==> config.mk <==
export PLATFORM = sky130hd
export DESIGN_NAME = sap1_controller
export DESIGN_NICKNAME = d
export VERILOG_FILES = /design/src/rtl/sap1_controller.sv
export SDC_FILE = /design/constraint.sdc
export NUM_CORES = 1
export LEC_CHECK = 0
export ABC_CLOCK_PERIOD_IN_PS = 5900
export CAP_MARGIN = 20
export CORE_UTILIZATION = 42
export DETAILED_ROUTE_END_ITERATION = 7
export GPL_ROUTABILITY_DRIVEN = 1
export GPL_TIMING_DRIVEN = 0
export PLACE_DENSITY = 0.91
export SLEW_MARGIN = 20
export SYNTH_ARGS = -nofsm -noshare
export SYNTH_HDL_FRONTEND = slang
export SYNTH_SLANG_ARGS = --single-unit
==> constraint.sdc <==
create_clock -name clk -period 5.9 [get_ports clk]
set_clock_uncertainty 0.05 [all_clocks]
set_input_delay 0.59 -clock clk [delete_from_list [all_inputs] [get_ports clk]]
set_output_delay 0.59 -clock clk [all_outputs]
set_load 0.03 [all_outputs]
==> src/rtl/sap1_controller.sv <==
// SAP-1 controller-sequencer: a one-hot T1..T6 ring counter plus an opcode decoder
// that produces the per-T-state control word, including the ALU select/enable.
module sap1_controller #(
  parameter bit SKIP_NOP = 1'b0
) (
  input  logic       clk,
  input  logic       rst,
  input  logic [3:0] opcode,
  output logic       ep,
  output logic       cp,
  output logic       lm,
  output logic       ce,
  output logic       li,
  output logic       ei,
  output logic       la,
  output logic       ea,
  output logic       lb,
  output logic       eu,
  output logic [2:0] su,
  output logic       lo,
  output logic       hlt,
  output logic [5:0] t_state
);

  localparam logic [5:0] T1 = 6'b000001;
  localparam logic [5:0] T2 = 6'b000010;
  localparam logic [5:0] T3 = 6'b000100;
  localparam logic [5:0] T4 = 6'b001000;
  localparam logic [5:0] T5 = 6'b010000;
  localparam logic [5:0] T6 = 6'b100000;

  logic [5:0] t_q, t_d;
  logic       halted_q, halted_d;
  logic       is_lda, is_bin, is_unary, is_out, is_hlt, is_nop;

  // Ring-counter state and halted flag
  always_ff @(posedge clk or posedge rst) begin
    if (rst) begin
      t_q      <= T1;
      halted_q <= 1'b0;
    end else begin
      t_q      <= t_d;
      halted_q <= halted_d;
    end
  end

  // Opcode class decode
  always_comb begin
    is_lda   = 1'b0;
    is_bin   = 1'b0;
    is_unary = 1'b0;
    is_out   = 1'b0;
    is_hlt   = 1'b0;
    is_nop   = 1'b0;
    case (opcode)
      4'b0000:                            is_lda   = 1'b1;
      4'b0001, 4'b0010, 4'b0011, 4'b0100: is_bin   = 1'b1;
      4'b0101, 4'b0110, 4'b0111:          is_unary = 1'b1;
      4'b1110:                            is_out   = 1'b1;
      4'b1111:                            is_hlt   = 1'b1;
      default:                            is_nop   = 1'b1;
    endcase
  end

  // Next-state: ring advance, early return to T1, and halt freeze at T4
  always_comb begin
    t_d      = T1;
    halted_d = halted_q;
    if (halted_q) begin
      t_d = T4;
    end else begin
      case (t_q)
        T1: t_d = T2;
        T2: t_d = T3;
        T3: t_d = (SKIP_NOP && is_nop) ? T1 : T4;
        T4: begin
          if (is_hlt) begin
            t_d      = T4;
            halted_d = 1'b1;
          end else if (SKIP_NOP && (is_unary || is_out)) begin
            t_d = T1;
          end else begin
            t_d = T5;
          end
        end
        T5: t_d = (SKIP_NOP && is_lda) ? T1 : T6;
        T6: t_d = T1;
        // A corrupted (non one-hot) state recovers to the start of fetch
        default: t_d = T1;
      endcase
    end
  end

  // Control word from the registered T-state and the live opcode
  always_comb begin
    ep = 1'b0; cp = 1'b0; lm = 1'b0; ce = 1'b0; li = 1'b0; ei = 1'b0;
    la = 1'b0; ea = 1'b0; lb = 1'b0; eu = 1'b0; su = 3'b000; lo = 1'b0;
    hlt = 1'b0;
    if (halted_q) begin
      hlt = 1'b1;
    end else begin
      case (t_q)
        T1: begin ep = 1'b1; lm = 1'b1; end
        T2: cp = 1'b1;
        T3: begin ce = 1'b1; li = 1'b1; end
        T4: begin
          case (opcode)
            4'b0000, 4'b0001, 4'b0010, 4'b0011, 4'b0100: begin ei = 1'b1; lm = 1'b1; end
            4'b0101: begin eu = 1'b1; la = 1'b1; su = 3'b100; end
            4'b0110: begin eu = 1'b1; la = 1'b1; su = 3'b101; end
            4'b0111: begin eu = 1'b1; la = 1'b1; su = 3'b110; end
            4'b1110: begin ea = 1'b1; lo = 1'b1; end
            4'b1111: hlt = 1'b1;
            default: ;
          endcase
        end
        T5: begin
          case (opcode)
            4'b0000:                            begin ce = 1'b1; la = 1'b1; end
            4'b0001, 4'b0010, 4'b0011, 4'b0100: begin ce = 1'b1; lb = 1'b1; end
            default: ;
          endcase
        end
        T6: begin
          case (opcode)
            4'b0001: begin eu = 1'b1; la = 1'b1; su = 3'b000; end
            4'b0010: begin eu = 1'b1; la = 1'b1; su = 3'b001; end
            4'b0011: begin eu = 1'b1; la = 1'b1; su = 3'b010; end
            4'b0100: begin eu = 1'b1; la = 1'b1; su = 3'b011; end
            default: ;
          endcase
        end
        default: ;
      endcase
    end
  end

  assign t_state = t_q;

endmodule
# [After elaboration in Yosys (flattened, before gate mapping)]
# Cells that the tools add are included.
# Widths: inputs -> output; s select.
[totals] output_inout_bits=21 latchBits=0 input_bits=6 ramBits=0 romBits=0 memories=0 register_bits=7
[op_classes] shift=0 eq_ne=15 magnitude_cmp=0 n_reduce_logical=4 addsub=0 bitwise_logic=0 multipliers=0 mux=38 div_mod_pow=0
[op_table] op="$pmux 6 s5" n=1
[op_table] op="$mux 1" n=27
[op_table] op="$eq 4x3->1 const B" n=4
[op_table] op="$pmux 3 s3" n=1
[op_table] op="$eq 4x2->1 const B" n=2
[op_table] op="$eq 4x4->1 const B" n=2
[op_table] op="$eq 6x1->1 const B" n=1
[op_table] op="$eq 6x2->1 const B" n=1
[op_table] op="$eq 6x3->1 const B" n=1
[op_table] op="$eq 6x4->1 const B" n=1
[op_table] op="$eq 6x5->1 const B" n=1
[op_table] op="$eq 6x6->1 const B" n=1
[op_table] op="$mux 6" n=1
[op_table] op="$pmux 1 s2" n=3
[op_table] op="$pmux 2 s3" n=1
[op_table] op="$pmux 3 s2" n=1
[op_table] op="$mux 5" n=1
[op_table] op="$reduce_or 5->1" n=1
[op_table] op="$eq 4x1->1 const B" n=1
[op_table] op="$logic_not 4->1" n=1
[op_table] op="$reduce_or 4->1" n=1
[op_table] op="$mux 3" n=1
[op_table] op="$pmux 1 s3" n=1
[op_table] op="$reduce_or 3->1" n=1

# [Longest topological paths before layout]
# Gate-level depths: netlist of run 1.
[logic_depth] depth_word=5 depth_mapped=5 depth_no_buf=4

# [Worst setup path before layout of run 1]
# No wires, ideal clock.
[synth_path] path_kind="reg-to-output" from="register t_q[1] (netlist: t_state[1])" to="output port lo" t_required_ns=5.260 path_stages_with_launch=6 t_arrival_ns=2.589 slack_ns=2.671 cell_sequence="dfrtp_1 > buf_6 > nor4_1 > nand3_1 > nor4_1 > buf_4"
[synth_via] elab_chain_len=3
[synth_rtl] item="from (decl)" line_no="32" rtl="logic [5:0] t_q, t_d;"
[synth_rtl] item="from (signal assigned)" line_no="42" rtl="t_q <= t_d;"
[synth_rtl] item="$eq 6x4->1"
[synth_rtl] item="$mux 1 (2 in series)"
[synth_rtl] item="to (decl)" line_no="20" rtl="output logic lo,"
# Every way passes these cells.

# [Worst setup path after layout of run 1]
[layout_path] from="register t_q[1] (netlist: t_state[1])" to="output port su[0]"
[layout_via] elab_chain_len=3
[layout_rtl] item="$eq 6x6->1 or $eq 6x4->1 (tied branches)" line_no="102" rtl="case (t_q)"
[layout_rtl] item="$pmux 3 s2 *" line_no="102"
[layout_rtl] item="$mux 3 *" line_no="99" rtl="if (halted_q) begin"
[layout_rtl] item="to (decl)" line_no="19" rtl="output logic [2:0] su,"
# Mark *: on every way between the ends. The rest lies on a longest branch, timed or not.

==> results of run 1 <==
## metal layers
layer	wire length, um	global-route usage, %
met1	718	29.18
met2	631	30.00
met3	40	3.468
met4	28	12.93
met5	0	0
## power by group
part	switching, mW	internal [mW]	total (mW)	leakage [nW]
sequential	0.0162	0.0667	0.0829	0.0918
combinational	0.154	0.115	0.269	0.228
clock	0.0189	0.0259	0.0448	0.0150
total	0.189	0.208	0.397	0.335
## state kept, by name, indices dropped and copies added, names as in the netlist
signal and flops:
halted_q 1, t_state 6
## synthesized netlist by cell type (2+ instances only)
library cell / n
or3_1: 2
nor4_1: 7
nand3b_1: 3
nor3_1: 4
nand2_1: 6
dfrtp_1: 6
buf_6: 3
nand2b_1: 3
nor3b_1: 5
nor2_1: 8
nand3_1: 3
a21oi_1: 4
inv_1: 2
## worst reg2reg max path, stage by stage, from the launching register on
cell and delay [ns]:
dfrtp_1 0.39, buf_6 0.14, nor4_1 0.45, nand2_1 0.17
nor3_1 0.19
## final cells by class
| class | instances | share of cell area, % |
|---|---|---|
| buffer | 5 | 5.301 |
| clock buffer | 4 | 3.009 |
| inverter | 2 | 0.8596 |
| multi-input combinational | 58 | 39.83 |
| sequential | 7 | 20.20 |
| tap | 15 | 2.149 |
| timing repair buffer | 25 | 28.65 |
## stage by stage
step	area [um^2]	hold slack, ns	setup WS (ns)
after floorplan	578.1	0.3427	2.671
after global placement	847.1	0.5210	2.442
after detailed placement	847.1	0.5380	2.407
after CTS	873.3	0.5075	2.402
after global routing	873.3	0.5368	2.309
final	873.3	0.5085	2.415
## path summary, 6_finish.rpt
check                                     start                   end  slack (ns)  cells after the start
setup / recovery           t_state[1]$_DFF_PP0_                 su[0]        2.42                      6
hold / removal                              rst  t_state[3]$_DFF_PP0_        0.51                      2
setup reg to reg           t_state[1]$_DFF_PP0_  t_state[4]$_DFF_PP0_        4.42                      4
hold reg to reg            t_state[1]$_DFF_PP0_  t_state[1]$_DFF_PP0_        0.54                      2
max in group asynchronous                   rst  t_state[0]$_DFF_PP1_        5.01                      2
min in group clk           t_state[1]$_DFF_PP0_  t_state[1]$_DFF_PP0_        0.54                      2
## cells by family after synthesis
logic type	Yosys count
and+or+nand+nor	45
AOI/OAI and AO/OA	10
DFF	7
buffers and inverters	7
xor gates and xnor gates	2
muxes	1
==> summary.txt, run 1 <==
Final layout
  – Core Util, Final: between 60 and 70%
  – Share of layout cells above drive strength 1: a little under an eighth
  – # fillers: 111
  – Footprint of the multi-input gates: 347.8 um^2
  – Final cell count without fillers: around 120
  – Commonest non-fill, non-tap cell in the layout: clkdlybuf4s50_1
  – Register area: between 150 and 200 um^2
  – Nets: 108
  – # diodes: 0
  – Area grow syn2layout: 51.08%
  – Most frequent cells in the layout: clkdlybuf4s50_1 (25), nor2_1 (8), nor4_1 (7)

Flow run
  – MaxCap Viol Count: 0

Logic synthesis
  – Largest family of logic cells by synthesized area: simple AND/OR/NAND/NOR gates
  – Synth Area in Adders: 0%
  – Syn nets: just under 80
  – Post-synthesis cell count: 72
  – Synth Warn #: 0
  – Synth Area in XOR/XNOR: about 3.0%
  – Netlist Area Pre-Place: slightly below 600 um^2
  – Synth top area cells: dfrtp_1 (26%), nor4_1 (7.6%), nor3b_1 (6.5%)
  – Compound-cell area share of the yosys netlist: roughly 11%
  – Leading area contributor after synthesis: dfrtp_1
  – Post-synthesis mux area share: under 10%
  – Post-synthesis register bit count: 7
  – Syn avg cell area: 8.029 um^2
  – Top FF cell, synth: dfrtp_1
  – Top cell type's share of synthesized area: between 20% and 30%
  – Post-synthesis sequential area ratio: between 30 and 40%
  – Simple logic cell fraction of the synthesized area: between 40 and 50%
  – Post-synth EDFFs: 0
  – Ys async rst share: 100.0%
  – Yosys cell types: 29

Global routing
  – Number of global-route vias before repair: 487
  – All-Layer GR Usage: 21.08%
  – Initial antenna violation count: 0
  – Grt total ovfl: 0
  – Global-route wire length before repair: about 2100 um
  – Largest net degree at the start of global routing: 11

Routing
  – DR vias/cell: between 5 and 6
  – Final ANT Viol Nets: 0
  – WL per Instance: 12.23 um
  – Vias: around 620
  – DRC viols: 0
  – Drt pass-1 iters: 3
  – Total wire length: between 1000 and 1500 um
  – DR iter-0 viols: 12

Clocking
  – Num CTS Buffers: 3
  – Hold_buf cts: 0
  – CTS Root Cell: clkbuf_4
  – H-tree Lvls: 1
  – Post-cts resize count: 0
  – CTS tree: done
  – CTS max path bufs: 2
  – Postcts setup bufs: 0
  – Skew-Pair Late Insertion Delay: 0.26 ns
  – Clock-pin slew on the worst setup and hold paths: roughly 0.060 ns
  – Clk sink count: 7

Outcome
  – Outcome: complete, no violations

Setup path
  – Worst setup SP type: flip-flop
  – Critical-path top delay cell: clkdlybuf4s50_1
  – Critical path's top delay family: simple AND/OR/NAND/NOR gates
  – CP arrival: 2.84 ns
  – WP buf/inv: 2
  – Crit path capture type: output port
  – Max incr delay on CP: 0.69 ns
  – CP Class: flip-flop to output port
  – Crit-path max FO: 9
  – Cells along the critical path: buf_6 -> or4_4 -> or3_1 -> a211o_1 -> nor3_2 -> clkdlybuf4s50_1
  – Worst path required time: around 5.3 ns

Timing
  – Slew at the pin closest to its max-slew limit: around 0.49 ns
  – Max Slew Vio Count: 0
  – Final hold violations: 0
  – Fmax: roughly 290 MHz
  – Setup violators final: 0
  – Setup TNS: 0 ns
  – RSZ-0062 raised after global routing: no
  – Min Tclk post-route: between 3 and 4 ns
  – Slew headroom: roughly two thirds
  – Period utilization: between 50% and 60%

Die
  – CORE AREA: roughly 0.0013 mm^2
  – # IOs: 27
  – Cell row count: 13
  – Die Wd: just under 40 um
  – Starting Density: between 40 and 50%
  – Die extent in y: a little under 40 um
  – Die ar.: roughly 0.0015 mm^2

Min path
  – HP Class: input pin to async pin

Placed design
  – GPL Wtd Cong: roughly 0.83
  – Detail Placement HPWL: around 1100 um
  – Placed Cells: 112
  – Number of port buffers: 25

Power
  – P per Cell Area: 454.6 mW/mm^2
  – Final Total Pwr: 0.3970 mW
  – VDD IR max: roughly 0.34 mV
  – Lkg Pwr: 0.3347 nW
Note: power is estimated with default switching activity, not from simulation.
==> run 2: changes to the inputs <==
ABC_CLOCK_PERIOD_IN_PS = 2910   (was 5900)
CORE_UTILIZATION = 35   (was 42)
PLACE_DENSITY = 0.82   (was 0.91)
clock period = 2.91 ns   (was 5.9 ns; I/O delays follow)
==> run 2 against run 1 <==
Routed wire length is 11% higher. Combinational power is 110% higher. Non-clock buffer count is the same. Setup slack worse by 2.3 ns. Power grew 110%. Utilization down 9.8 points. Critical path type unchanged. Register-to-register slack got worse by 3.0 ns. Largest cell class unchanged.
==> summary.txt, run 2 (synthesized netlist as in run 1, its figures left out) <==
Placed design
  – Detail Placement HPWL: 1227 um (was 1089 um)
  – Number of port buffers: 25 (unchanged)
  – GPL Wtd Cong: 0.8267 (was 0.8325)

Final layout
  – Nets: 108 (unchanged)
  – Area grow syn2layout: 53.25% (was 51.08%)
  – Most frequent cells in the layout: clkdlybuf4s50_1 (23), nor2_1 (7), nand2_1 (6), dfrtp_1 (6), nor3b_1 (5) (was clkdlybuf4s50_1 (25), nor2_1 (8), nor4_1 (7))
  – Largest register FFs: 6 (unchanged)
  – # diodes: 0 (unchanged)
  – Commonest non-fill, non-tap cell in the layout: clkdlybuf4s50_1 (unchanged)
  – Footprint of the multi-input gates: 369.1 um^2 (was 347.8 um^2)
  – # fillers: 142 (was 111)
  – Register area: 176.4 um^2 (unchanged)
  – Share of layout cells above drive strength 1: 17.82% (was 11.88%)

Global routing
  – Number of global-route vias before repair: 570 (was 487)
  – Initial antenna violation count: 0 (unchanged)
  – All-Layer GR Usage: 18.43% (was 21.08%)
  – Grt total ovfl: 0 (unchanged)
  – Largest net degree at the start of global routing: 11 (unchanged)
  – Global-route wire length before repair: 2484 um (was 2118 um)

Power
  – Final Total Pwr: 0.8228 mW (was 0.3970 mW)
  – Lkg Pwr: 0.3391 nW (was 0.3347 nW)
  – P per Cell Area: 928.8 mW/mm^2 (was 454.6 mW/mm^2)
  – VDD IR max: 0.6249 mV (was 0.3373 mV)

Routing
  – Vias: 644 (was 622)
  – DRC viols: 0 (unchanged)
  – Drt pass-1 iters: 4 (was 3)
  – WL per Instance: 13.50 um (was 12.23 um)
  – Total wire length: 1579 um (was 1419 um)
  – Final ANT Viol Nets: 0 (unchanged)
  – DR vias/cell: 5.504 (was 5.362)
  – DR iter-0 viols: 18 (was 12)

Setup path
  – Setup crit end: lo (was su[0])
  – Worst setup SP type: flip-flop (unchanged)
  – Crit-path max FO: 9 (unchanged)
  – Cell mode on critical path: nor4_2
  – Worst path required time: 2.57 ns (was 5.26 ns)
  – Max incr delay on CP: 0.65 ns (was 0.69 ns)
  – FF-to-FF path depth: 3 (was 4)
  – CP Class: flip-flop to output port (unchanged)
  – CP arrival: 2.43 ns (was 2.84 ns)
  – Reg-to-Reg Start: t_state[5]$_DFF_PP0_ (was t_state[1]$_DFF_PP0_)
  – Crit path capture type: output port (unchanged)
  – R2R Path End: t_state[1]$_DFF_PP0_ (was t_state[4]$_DFF_PP0_)
  – Cells along the critical path: buf_6 -> nor4_2 -> nand3_1 -> nor4_2 -> buf_4 -> clkdlybuf4s50_1 (was buf_6 -> or4_4 -> or3_1 -> a211o_1 -> nor3_2 -> clkdlybuf4s50_1)
  – Critical-path top delay cell: clkdlybuf4s50_1 (unchanged)
  – R2r setup slk: 1.44 ns (was 4.42 ns)
  – Critical Path Source: t_state[1]$_DFF_PP0_ (unchanged)

Die
  – Die extent in y: 42.64 um (was 39.10 um)
  – Cell row count: 14 (was 13)
  – Die Wd: 42.64 um (was 39.10 um)
  – Starting Density: 37.93% (was 44.99%)
  – # IOs: 27 (unchanged)
  – CORE AREA: 0.001524 mm^2 (was 0.001285 mm^2)
  – Die ar.: 0.001818 mm^2 (was 0.001529 mm^2)

Timing
  – Max Slew Vio Count: 0 (unchanged)
  – Slew headroom: 73.18% (was 67.52%)
  – Fmax: roughly 360 MHz
  – RSZ-0062 raised after global routing: no (unchanged)
  – Setup violators final: 0 (unchanged)
  – Slew at the pin closest to its max-slew limit: 0.3987 ns (was 0.4853 ns)
  – Period utilization: roughly 95%
  – Hold Slack: 0.2095 ns (was 0.5085 ns)
  – Final hold violations: 0 (unchanged)
  – Min Tclk post-route: 2.770 ns

Outcome
  – Outcome: complete, no violations (unchanged)

Flow run
  – MaxCap Viol Count: 0 (unchanged)

Clocking
  – Clock-pin slew on the worst setup and hold paths: 0.05 ns (was 0.06 ns)
  – CTS Root Cell: clkbuf_4 (unchanged)
  – CTS max path bufs: 2 (unchanged)
  – Postcts setup bufs: 0 (unchanged)
  – Hold_buf cts: 0 (unchanged)
  – Num CTS Buffers: 3 (unchanged)
  – H-tree Lvls: 1 (unchanged)
  – CTS tree: done (unchanged)
  – Clk sink count: 7 (unchanged)
  – Skew-Pair Late Insertion Delay: 0.25 ns (was 0.26 ns)

Min path
  – HP Class: input pin to async pin (unchanged)
[run 2: cell count changes in the layout (fill, tap and decap cells not counted), sizes merged]
cell           previous run  this run
clkbuf                    4         6
clkdlybuf4s50            25        23
[run 2: worst max-delay path: cells and delay by family, from the launching register on]
family / cells / cell delay [ns]
DFF: 1 / 0.38
and+or+nand+nor: 3 / 0.85
buffers and inverters: 3 / 0.94
[run 2: final cells by class]
cell class	count	share of cell area, %
inverter	2	0.8475
sequential	7	19.92
timing repair buffer	25	27.12
buffer	5	5.226
tap	16	2.260
multi-input combinational	58	41.67
clock buffer	4	2.966
[run 2: worst min path at each step]
stage,slack [ns],depth (start not counted),to
2_1_floorplan,0.04,1,halted_q$_DFF_PP0_
3_3_place_gp,0.48,2,t_state[3]$_DFF_PP0_
3_5_place_dp,0.48,2,t_state[3]$_DFF_PP0_
4_1_cts,0.21,2,t_state[1]$_DFF_PP0_
5_1_grt,0.22,2,t_state[1]$_DFF_PP0_
6_report,0.21,2,t_state[1]$_DFF_PP0_
[run 2: metal layers]
layer,global-route usage [%],vias up,routed length [um]
met2,29.39,22,778
li1,-,319,-
met4,3.750,0,0
met3,5.172,0,88
met1,24.80,303,712
met5,0,-,0
[run 2: timing repair]
action | in CTS | in global routing
gates resized for setup | 5 | 3
pin swaps | 0 | 0
endpoints found under the setup margin | 4 | 4
[run 2: per-stage QoR]
step | instances | utilization, % | setup TNS (ns) | cell area (um^2) | worst slack (ns)
after floorplan | 72 | - | 0 | 590.6 | 0.2173
after global placement | 113 | 56.49 | 0 | 860.8 | 0.02082
after detailed placement | 113 | 56.49 | -0.02586 | 860.8 | -0.01427
after CTS | 117 | 58.62 | 0 | 893.4 | 0.01084
after global routing | 117 | 58.13 | 0 | 885.9 | 0.01395
final | 117 | 58.13 | 0 | 885.9 | 0.1398
[run 2: where the power goes]
| part | switching (mW) | leakage (nW) | total [mW] | internal, mW |
|---|---|---|---|---|
| logic | 0.326 | 0.232 | 0.564 | 0.238 |
| registers | 0.0375 | 0.0918 | 0.173 | 0.135 |
| clock network | 0.0340 | 0.0150 | 0.0863 | 0.0522 |
| total | 0.397 | 0.339 | 0.823 | 0.425 |
